==> src/rtl/alu_server_pkg.sv <==
// alu_server_pkg: shared widths, FSM state encoding and the response record
// used by the ALU request/response front-end and its response buffer.
package alu_server_pkg;

    localparam int DATA_W = 64;
    localparam int OPC_W  = 4;
    localparam int TAG_W  = 4;

    // Two-state sequencer; kept as plain logic constants so older tools and
    // waveform scripts that expect raw encodings keep working.
    typedef logic [0:0] state_t;
    localparam state_t IDLE = 1'b0;
    localparam state_t EXEC = 1'b1;

    // One buffered ALU response.
    typedef struct packed {
        logic [DATA_W-1:0] result;
        logic              excep;
        logic              err;
        logic [TAG_W-1:0]  tag;
    } rsp_t;

endpackage

==> src/rtl/alu_rsp_fifo.sv <==
// alu_rsp_fifo: small in-order response buffer.
//   clk, rst         : clock, synchronous active-high flush
//   push, push_data  : write one response (caller guarantees a free slot)
//   pop              : consume head; ignored when empty
//   head, head_valid : oldest entry and its presence
//   count            : current occupancy (0..DEPTH)
module alu_rsp_fifo
    import alu_server_pkg::*;
#(
    parameter  int DEPTH = 2,
    localparam int CNT_W = $clog2(DEPTH + 1),
    localparam int PTR_W = (DEPTH > 1) ? $clog2(DEPTH) : 1
) (
    input  logic             clk,
    input  logic             rst,
    input  logic             push,
    input  rsp_t             push_data,
    input  logic             pop,
    output rsp_t             head,
    output logic             head_valid,
    output logic [CNT_W-1:0] count
);

    rsp_t             mem [DEPTH];
    logic [PTR_W-1:0] wr_ptr;
    logic [PTR_W-1:0] rd_ptr;
    logic             do_pop;

    assign head_valid = (count != '0);
    assign do_pop     = pop && head_valid;
    // Storage is cleared on flush so the head reads all-zero out of reset.
    assign head       = mem[rd_ptr];

    // DEPTH need not be a power of two, so wrap explicitly.
    function automatic logic [PTR_W-1:0] ptr_inc(input logic [PTR_W-1:0] p);
        return (p == PTR_W'(DEPTH - 1)) ? '0 : p + PTR_W'(1);
    endfunction

    always_ff @(posedge clk) begin
        if (rst) begin
            for (int i = 0; i < DEPTH; i++) mem[i] <= '0;
            wr_ptr <= '0;
            rd_ptr <= '0;
            count  <= '0;
        end else begin
            if (push) begin
                mem[wr_ptr] <= push_data;
                wr_ptr      <= ptr_inc(wr_ptr);
            end
            if (do_pop) rd_ptr <= ptr_inc(rd_ptr);
            // Simultaneous push and pop leave occupancy unchanged.
            case ({push, do_pop})
                2'b10:   count <= count + CNT_W'(1);
                2'b01:   count <= count - CNT_W'(1);
                default: ;
            endcase
        end
    end

endmodule

==> src/rtl/alu_server.sv <==
// alu_server: clocked front-end for a combinational ALU.
//   clk, rst                       : clock, synchronous active-high reset
//   req_valid/ready, req_a/b/opcode/tag : one-at-a-time request channel
//   alu_a/b/opcode                 : registered operands held across the window
//   alu_result/excep/err           : ALU outputs, sampled LATENCY edges after accept
//   rsp_valid/ready, rsp_result/excep/err/tag : buffered response channel
//   busy                           : an operation is in its evaluation window
module alu_server
    import alu_server_pkg::*;
#(
    parameter int LATENCY = 3,   // 1..15
    parameter int DEPTH   = 2    // 1..4
) (
    input  logic              clk,
    input  logic              rst,
    input  logic              req_valid,
    output logic              req_ready,
    input  logic [DATA_W-1:0] req_a,
    input  logic [DATA_W-1:0] req_b,
    input  logic [OPC_W-1:0]  req_opcode,
    input  logic [TAG_W-1:0]  req_tag,
    output logic [DATA_W-1:0] alu_a,
    output logic [DATA_W-1:0] alu_b,
    output logic [OPC_W-1:0]  alu_opcode,
    input  logic [DATA_W-1:0] alu_result,
    input  logic              alu_excep,
    input  logic              alu_err,
    output logic              rsp_valid,
    input  logic              rsp_ready,
    output logic [DATA_W-1:0] rsp_result,
    output logic              rsp_excep,
    output logic              rsp_err,
    output logic [TAG_W-1:0]  rsp_tag,
    output logic              busy
);

    localparam int CNT_W = $clog2(DEPTH + 1);

    state_t           state;
    logic [3:0]       cnt;
    logic [TAG_W-1:0] tag_q;
    logic             accept;
    logic             push;
    rsp_t             push_data;
    rsp_t             head;
    logic [CNT_W-1:0] count;

    // Occupancy check at accept reserves the slot the eventual push uses,
    // since only one op is ever in flight.
    assign req_ready = (state == IDLE) && !rst && (count < CNT_W'(DEPTH));
    assign accept    = req_valid && req_ready;
    assign push      = (state == EXEC) && (cnt == '0);
    assign busy      = (state == EXEC);

    always_comb begin
        push_data        = '0;
        push_data.result = alu_result;
        push_data.excep  = alu_excep;
        push_data.err    = alu_err;
        push_data.tag    = tag_q;
    end

    always_ff @(posedge clk) begin
        if (rst) begin
            state      <= IDLE;
            cnt        <= '0;
            tag_q      <= '0;
            alu_a      <= '0;
            alu_b      <= '0;
            alu_opcode <= '0;
        end else begin
            case (state)
                IDLE: begin
                    if (accept) begin
                        alu_a      <= req_a;
                        alu_b      <= req_b;
                        alu_opcode <= req_opcode;
                        tag_q      <= req_tag;
                        cnt        <= 4'(LATENCY - 1);
                        state      <= EXEC;
                    end
                end
                EXEC: begin
                    if (cnt == '0) state <= IDLE;
                    else           cnt   <= cnt - 4'd1;
                end
                default: state <= IDLE;
            endcase
        end
    end

    alu_rsp_fifo #(.DEPTH(DEPTH)) u_fifo (
        .clk        (clk),
        .rst        (rst),
        .push       (push),
        .push_data  (push_data),
        .pop        (rsp_ready),
        .head       (head),
        .head_valid (rsp_valid),
        .count      (count)
    );

    assign rsp_result = head.result;
    assign rsp_excep  = head.excep;
    assign rsp_err    = head.err;
    assign rsp_tag    = head.tag;

endmodule

==> config.mk <==
export PLATFORM = sky130hd
export DESIGN_NAME = alu_server
export DESIGN_NICKNAME = d
export VERILOG_FILES = /design/src/rtl/alu_server_pkg.sv /design/src/rtl/alu_rsp_fifo.sv /design/src/rtl/alu_server.sv
export SDC_FILE = /design/constraint.sdc
export NUM_CORES = 1
export LEC_CHECK = 0
export CAP_MARGIN = 20
export CORE_MARGIN = 3
export CORE_UTILIZATION = 25
export CTS_CLUSTER_DIAMETER = 60
export DETAILED_ROUTE_END_ITERATION = 16
export GPL_TIMING_DRIVEN = 0
export SLEW_MARGIN = 20
export SYNTH_ARGS = -nofsm -noshare
export SYNTH_HDL_FRONTEND = slang
export SYNTH_SLANG_ARGS = --single-unit
==> constraint.sdc <==
create_clock -name clk -period 9.26 [get_ports clk]
set_clock_uncertainty 0.2 [all_clocks]
set_input_delay 2.778 -clock clk [delete_from_list [all_inputs] [get_ports clk]]
set_output_delay 2.778 -clock clk [all_outputs]
set_load 0.02 [all_outputs]
==> metrics.txt, run 1 <==
CTS Buf Count=35; Final ANT Viol Nets=0; area of the mapped netlist=0.0112 mm^2; IO Count=411; core area=0.0436 mm^2; final net count=1674; Finished Core Util=39.6%; CTS sink cnt=286; Root Buffer=clkbuf_16; r2r setup slk=6.37 ns; Reg area=0.00713 mm^2; placed cell area=0.0162 mm^2; Post-Synthesis Net Count=1223; slew margin rel.=52.5%; final hold violations=0; first-pass GRT wire length=54.1 mm; RSZ-0062 raised after global routing=no; R2R depth=7; Slew Viols, Final=0; max layer used=met5; CTS resizes=0; clk_lat worst skew=0.52 ns; CTS tree=yes; final setup TNS=0 ns; vias in the first global route=9438; routed via count=8951; WP depth=4; HPWL after detailed placement=26.5 mm; Post-synth ARST share=0%; R2R Path End=u_fifo.mem[1][9]$_SDFFCE_PN0P_; Startpoint Class=input port; metal1 wirelength=13.9 mm; PwrDens=195 mW/mm^2; Setup crit end kind=primary output; WL final=35.7 mm; critical path, cell by cell=buf_2, clkbuf_1, nor3_1, clkdlybuf4s50_1; area of the multi-input gates=0.00369 mm^2; CP Capture Point=req_ready; Worst-path clk slew=0.05 ns; detailed-route DRC error count=0; # rows=76; Total GRT Usage=14.7%; Overflow after GRT=0; final instance area=0.0173 mm^2; worst flop-to-flop path startpoint=cnt[0]$_SDFFE_PP0P_; Post-synth EDFFs=140; die area=0.0474 mm^2; Routed WL per cell=17.2 um; maximum clock rate=0.140 GHz; Hold-fix buffers, CTS=0; Syn Area/Cell=11.0 um^2; routed wl met2=16.9 mm; Worst Setup Path Type=in -> out; DIE HEIGHT=218 um; Max VDD drop=138 uV; clock buffer depth=3; most used flip-flop cell after synthesis=dfxtp_1; Via-to-Cell Ratio=4.31; Critical Path Fanout Max=10; met3 routed WL=4.04 mm; GP Congestion=0.805; Area Growth Syn to Fin=54.1%; antenna violations before repair=3; register area share after synthesis=63.6%; min Tclk post-route=7.13 ns; Max-Cap Viols=0; CP max-delay cell=clkdlybuf4s50_1; DRT Pass-1 Iters=4; largest net degree at the start of global routing=43; CTS H-Tree Depth=2; Worst Path Required=6.28 ns; Die X=218 um; number of setup violations in the final report=0; starting density of the core=25.7%; Setup Fix Bufs, Post-CTS=0; layout cells sized above 1=11.5%; slew of the pin with the lowest slew margin=0.713 ns; Port Buf Inserts=409; delay of the slowest critical-path stage=0.57 ns; outcome=finished, final reports clean; crit path buf inv count=3; Cells after Synth=1015; Yosys warnings=0; #FFs+latches synth=286; Critical Path AT=4.15 ns; Iter 0 DRT Violations=353; CP delay by family, top=buffers and inverters; worst min-delay path class=reg -> reg; part of the cycle the worst path needs=77.0%; Lkg Pwr=6.27 nW; crit path launch=rst; Synth cell types=36; filler instances=4233
## per-stage QoR
step	hold slack, ns	setup WS, ns	power (mW)	instances
after floorplan	0.240	2.65	1.75	1015
after global placement	0.242	1.90	2.08	2009
after detailed placement	0.246	2.09	2.09	2014
after CTS	0.254	2.08	3.42	2075
after global routing	0.273	2.04	3.51	2076
final	0.253	2.13	3.36	2076
## registers in the layout, summed over array words and instances, names as in the netlist, named ones only
name and flops:
u_fifo.rd_ptr 1, cnt 4, busy 1, alu_a 64, u_fifo.count 2, alu_b 64, u_fifo.mem 140, tag_q 4
alu_opcode 4, u_fifo.wr_ptr 1
## metal layers
layer | vias to the layer above | GRT usage [%]
met5 | - | 0
met4 | 2 | 4.70
met3 | 52 | 6.49
met2 | 337 | 25.1
met1 | 4250 | 16.4
li1 | 4310 | -
## worst reg2reg max path, cell delays in order, from the launching register on
cell	delay, ns
dfxtp_1	0.32
inv_1	0.07
ha_1	0.23
nand4bb_1	0.11
buf_2	0.19
nor3b_4	0.52
or2_4	0.57
buf_16	0.30
## worst min path at each step
stage | from | slack, ns | endpoint | cells past startpoint
after floorplan | tag_q[0]$_SDFFE_PP0P_ | 0.24 | tag_q[0]$_SDFFE_PP0P_ | 2
after global placement | alu_a[59]$_SDFFE_PP0P_ | 0.24 | alu_a[59]$_SDFFE_PP0P_ | 2
after detailed placement | alu_b[61]$_SDFFE_PP0P_ | 0.25 | alu_b[61]$_SDFFE_PP0P_ | 2
after CTS | alu_b[54]$_SDFFE_PP0P_ | 0.25 | alu_b[54]$_SDFFE_PP0P_ | 2
after global routing | alu_b[10]$_SDFFE_PP0P_ | 0.27 | alu_b[10]$_SDFFE_PP0P_ | 2
final | alu_b[4]$_SDFFE_PP0P_ | 0.25 | alu_b[4]$_SDFFE_PP0P_ | 2
## placed cells by master (no fill, tap or decap), drive strengths merged
cell type      count
mux2              70
a21oi            139
o31ai              1
nand2            274
clkinv             6
and2             140
edfxtp           140
dfxtp            146
xor2               2
or2                2
or3                1
bufinv             1
o21ai              1
nor4b              2
xnor2              2
a2111o             1
or4b               1
buf               37
mux2i              1
nand4bb            1
or3b               1
diode              1
inv                5
clkdlybuf4s50    409
clkbuf            90
a31oi              1
and4b              1
ha                 2
a31o               1
nor3b              1
nor2               5
o21bai             1
o21a               1
nor3               4
## cell families (layout without fill, tap and decap cells)
| family | Yosys count | count (layout) | synth area share [%] |
|---|---|---|---|
| AND/OR/NAND/NOR | 433 | 433 | 18.4 |
| flip-flops | 286 | 286 | 63.6 |
| AO/OA/AOI/OAI | 146 | 146 | 6.68 |
| buffers and inverters | 73 | 548 | 3.67 |
| multiplexers | 71 | 71 | 7.12 |
| XOR/XNOR | 4 | 4 | 0.312 |
| adder cells (fa/ha/maj) | 2 | 2 | 0.223 |
| other | 0 | 1 | 0 |
## cells in the mapped netlist (2+ instances only)
| cell type | count | area share [%] |
|---|---|---|
| a21oi_1 | 139 | 6.2 |
| and2_1 | 140 | 7.8 |
| buf_2 | 16 | 0.71 |
| buf_6 | 14 | 1.4 |
| clkbuf_1 | 32 | 1.1 |
| clkbuf_2 | 7 | 0.31 |
| dfxtp_1 | 146 | 26 |
| edfxtp_1 | 140 | 37 |
| ha_1 | 2 | 0.22 |
| inv_1 | 2 | 0.067 |
| mux2_2 | 70 | 7.0 |
| nand2_1 | 274 | 9.2 |
| nor2_1 | 5 | 0.17 |
| nor3_1 | 3 | 0.13 |
| or2_2 | 2 | 0.11 |
| xnor2_1 | 2 | 0.16 |
| xor2_1 | 2 | 0.16 |
## report_power, final
| group | switching [mW] | leakage (nW) | internal [mW] | total, mW |
|---|---|---|---|---|
| logic | 0.311 | 3.09 | 0.318 | 0.629 |
| registers | 0.0297 | 2.64 | 1.40 | 1.43 |
| clock network | 0.529 | 0.536 | 0.776 | 1.31 |
## final cells by class
| class | count | area share (%) |
|---|---|---|
| Inverter | 2 | 0.0434 |
| Clock inverter | 10 | 0.514 |
| Timing Repair Buffer | 414 | 24.5 |
| Tap cell | 585 | 4.24 |
| Antenna cell | 1 | 0.0145 |
| Clock buffer | 51 | 5.76 |
| Multi-Input combinational cell | 656 | 21.4 |
| Buffer | 71 | 2.34 |
| Sequential cell | 286 | 41.2 |
(Power assumes the default switching activity.)
==> inputs of run 2 (changes only) <==
==> constraint.sdc (replaced) <==
create_clock -name clk -period 6.86 [get_ports clk]
set_clock_uncertainty 0.2 [all_clocks]
set_input_delay 2.058 -clock clk [delete_from_list [all_inputs] [get_ports clk]]
set_output_delay 2.058 -clock clk [all_outputs]
set_load 0.02 [all_outputs]
==> results of run 2 <==
Same layout as run 1 (identical final DEF). Status: finished, final reports clean.
Main changes from that run: setup slack after placement 2.09 ns -> 1.13 ns; setup slack after layout 2.13 ns -> 1.17 ns; register-to-register setup slack 6.37 ns -> 3.97 ns; total power 3.36 mW -> 4.54 mW; worst IR drop on VDD 138 uV -> 187 uV
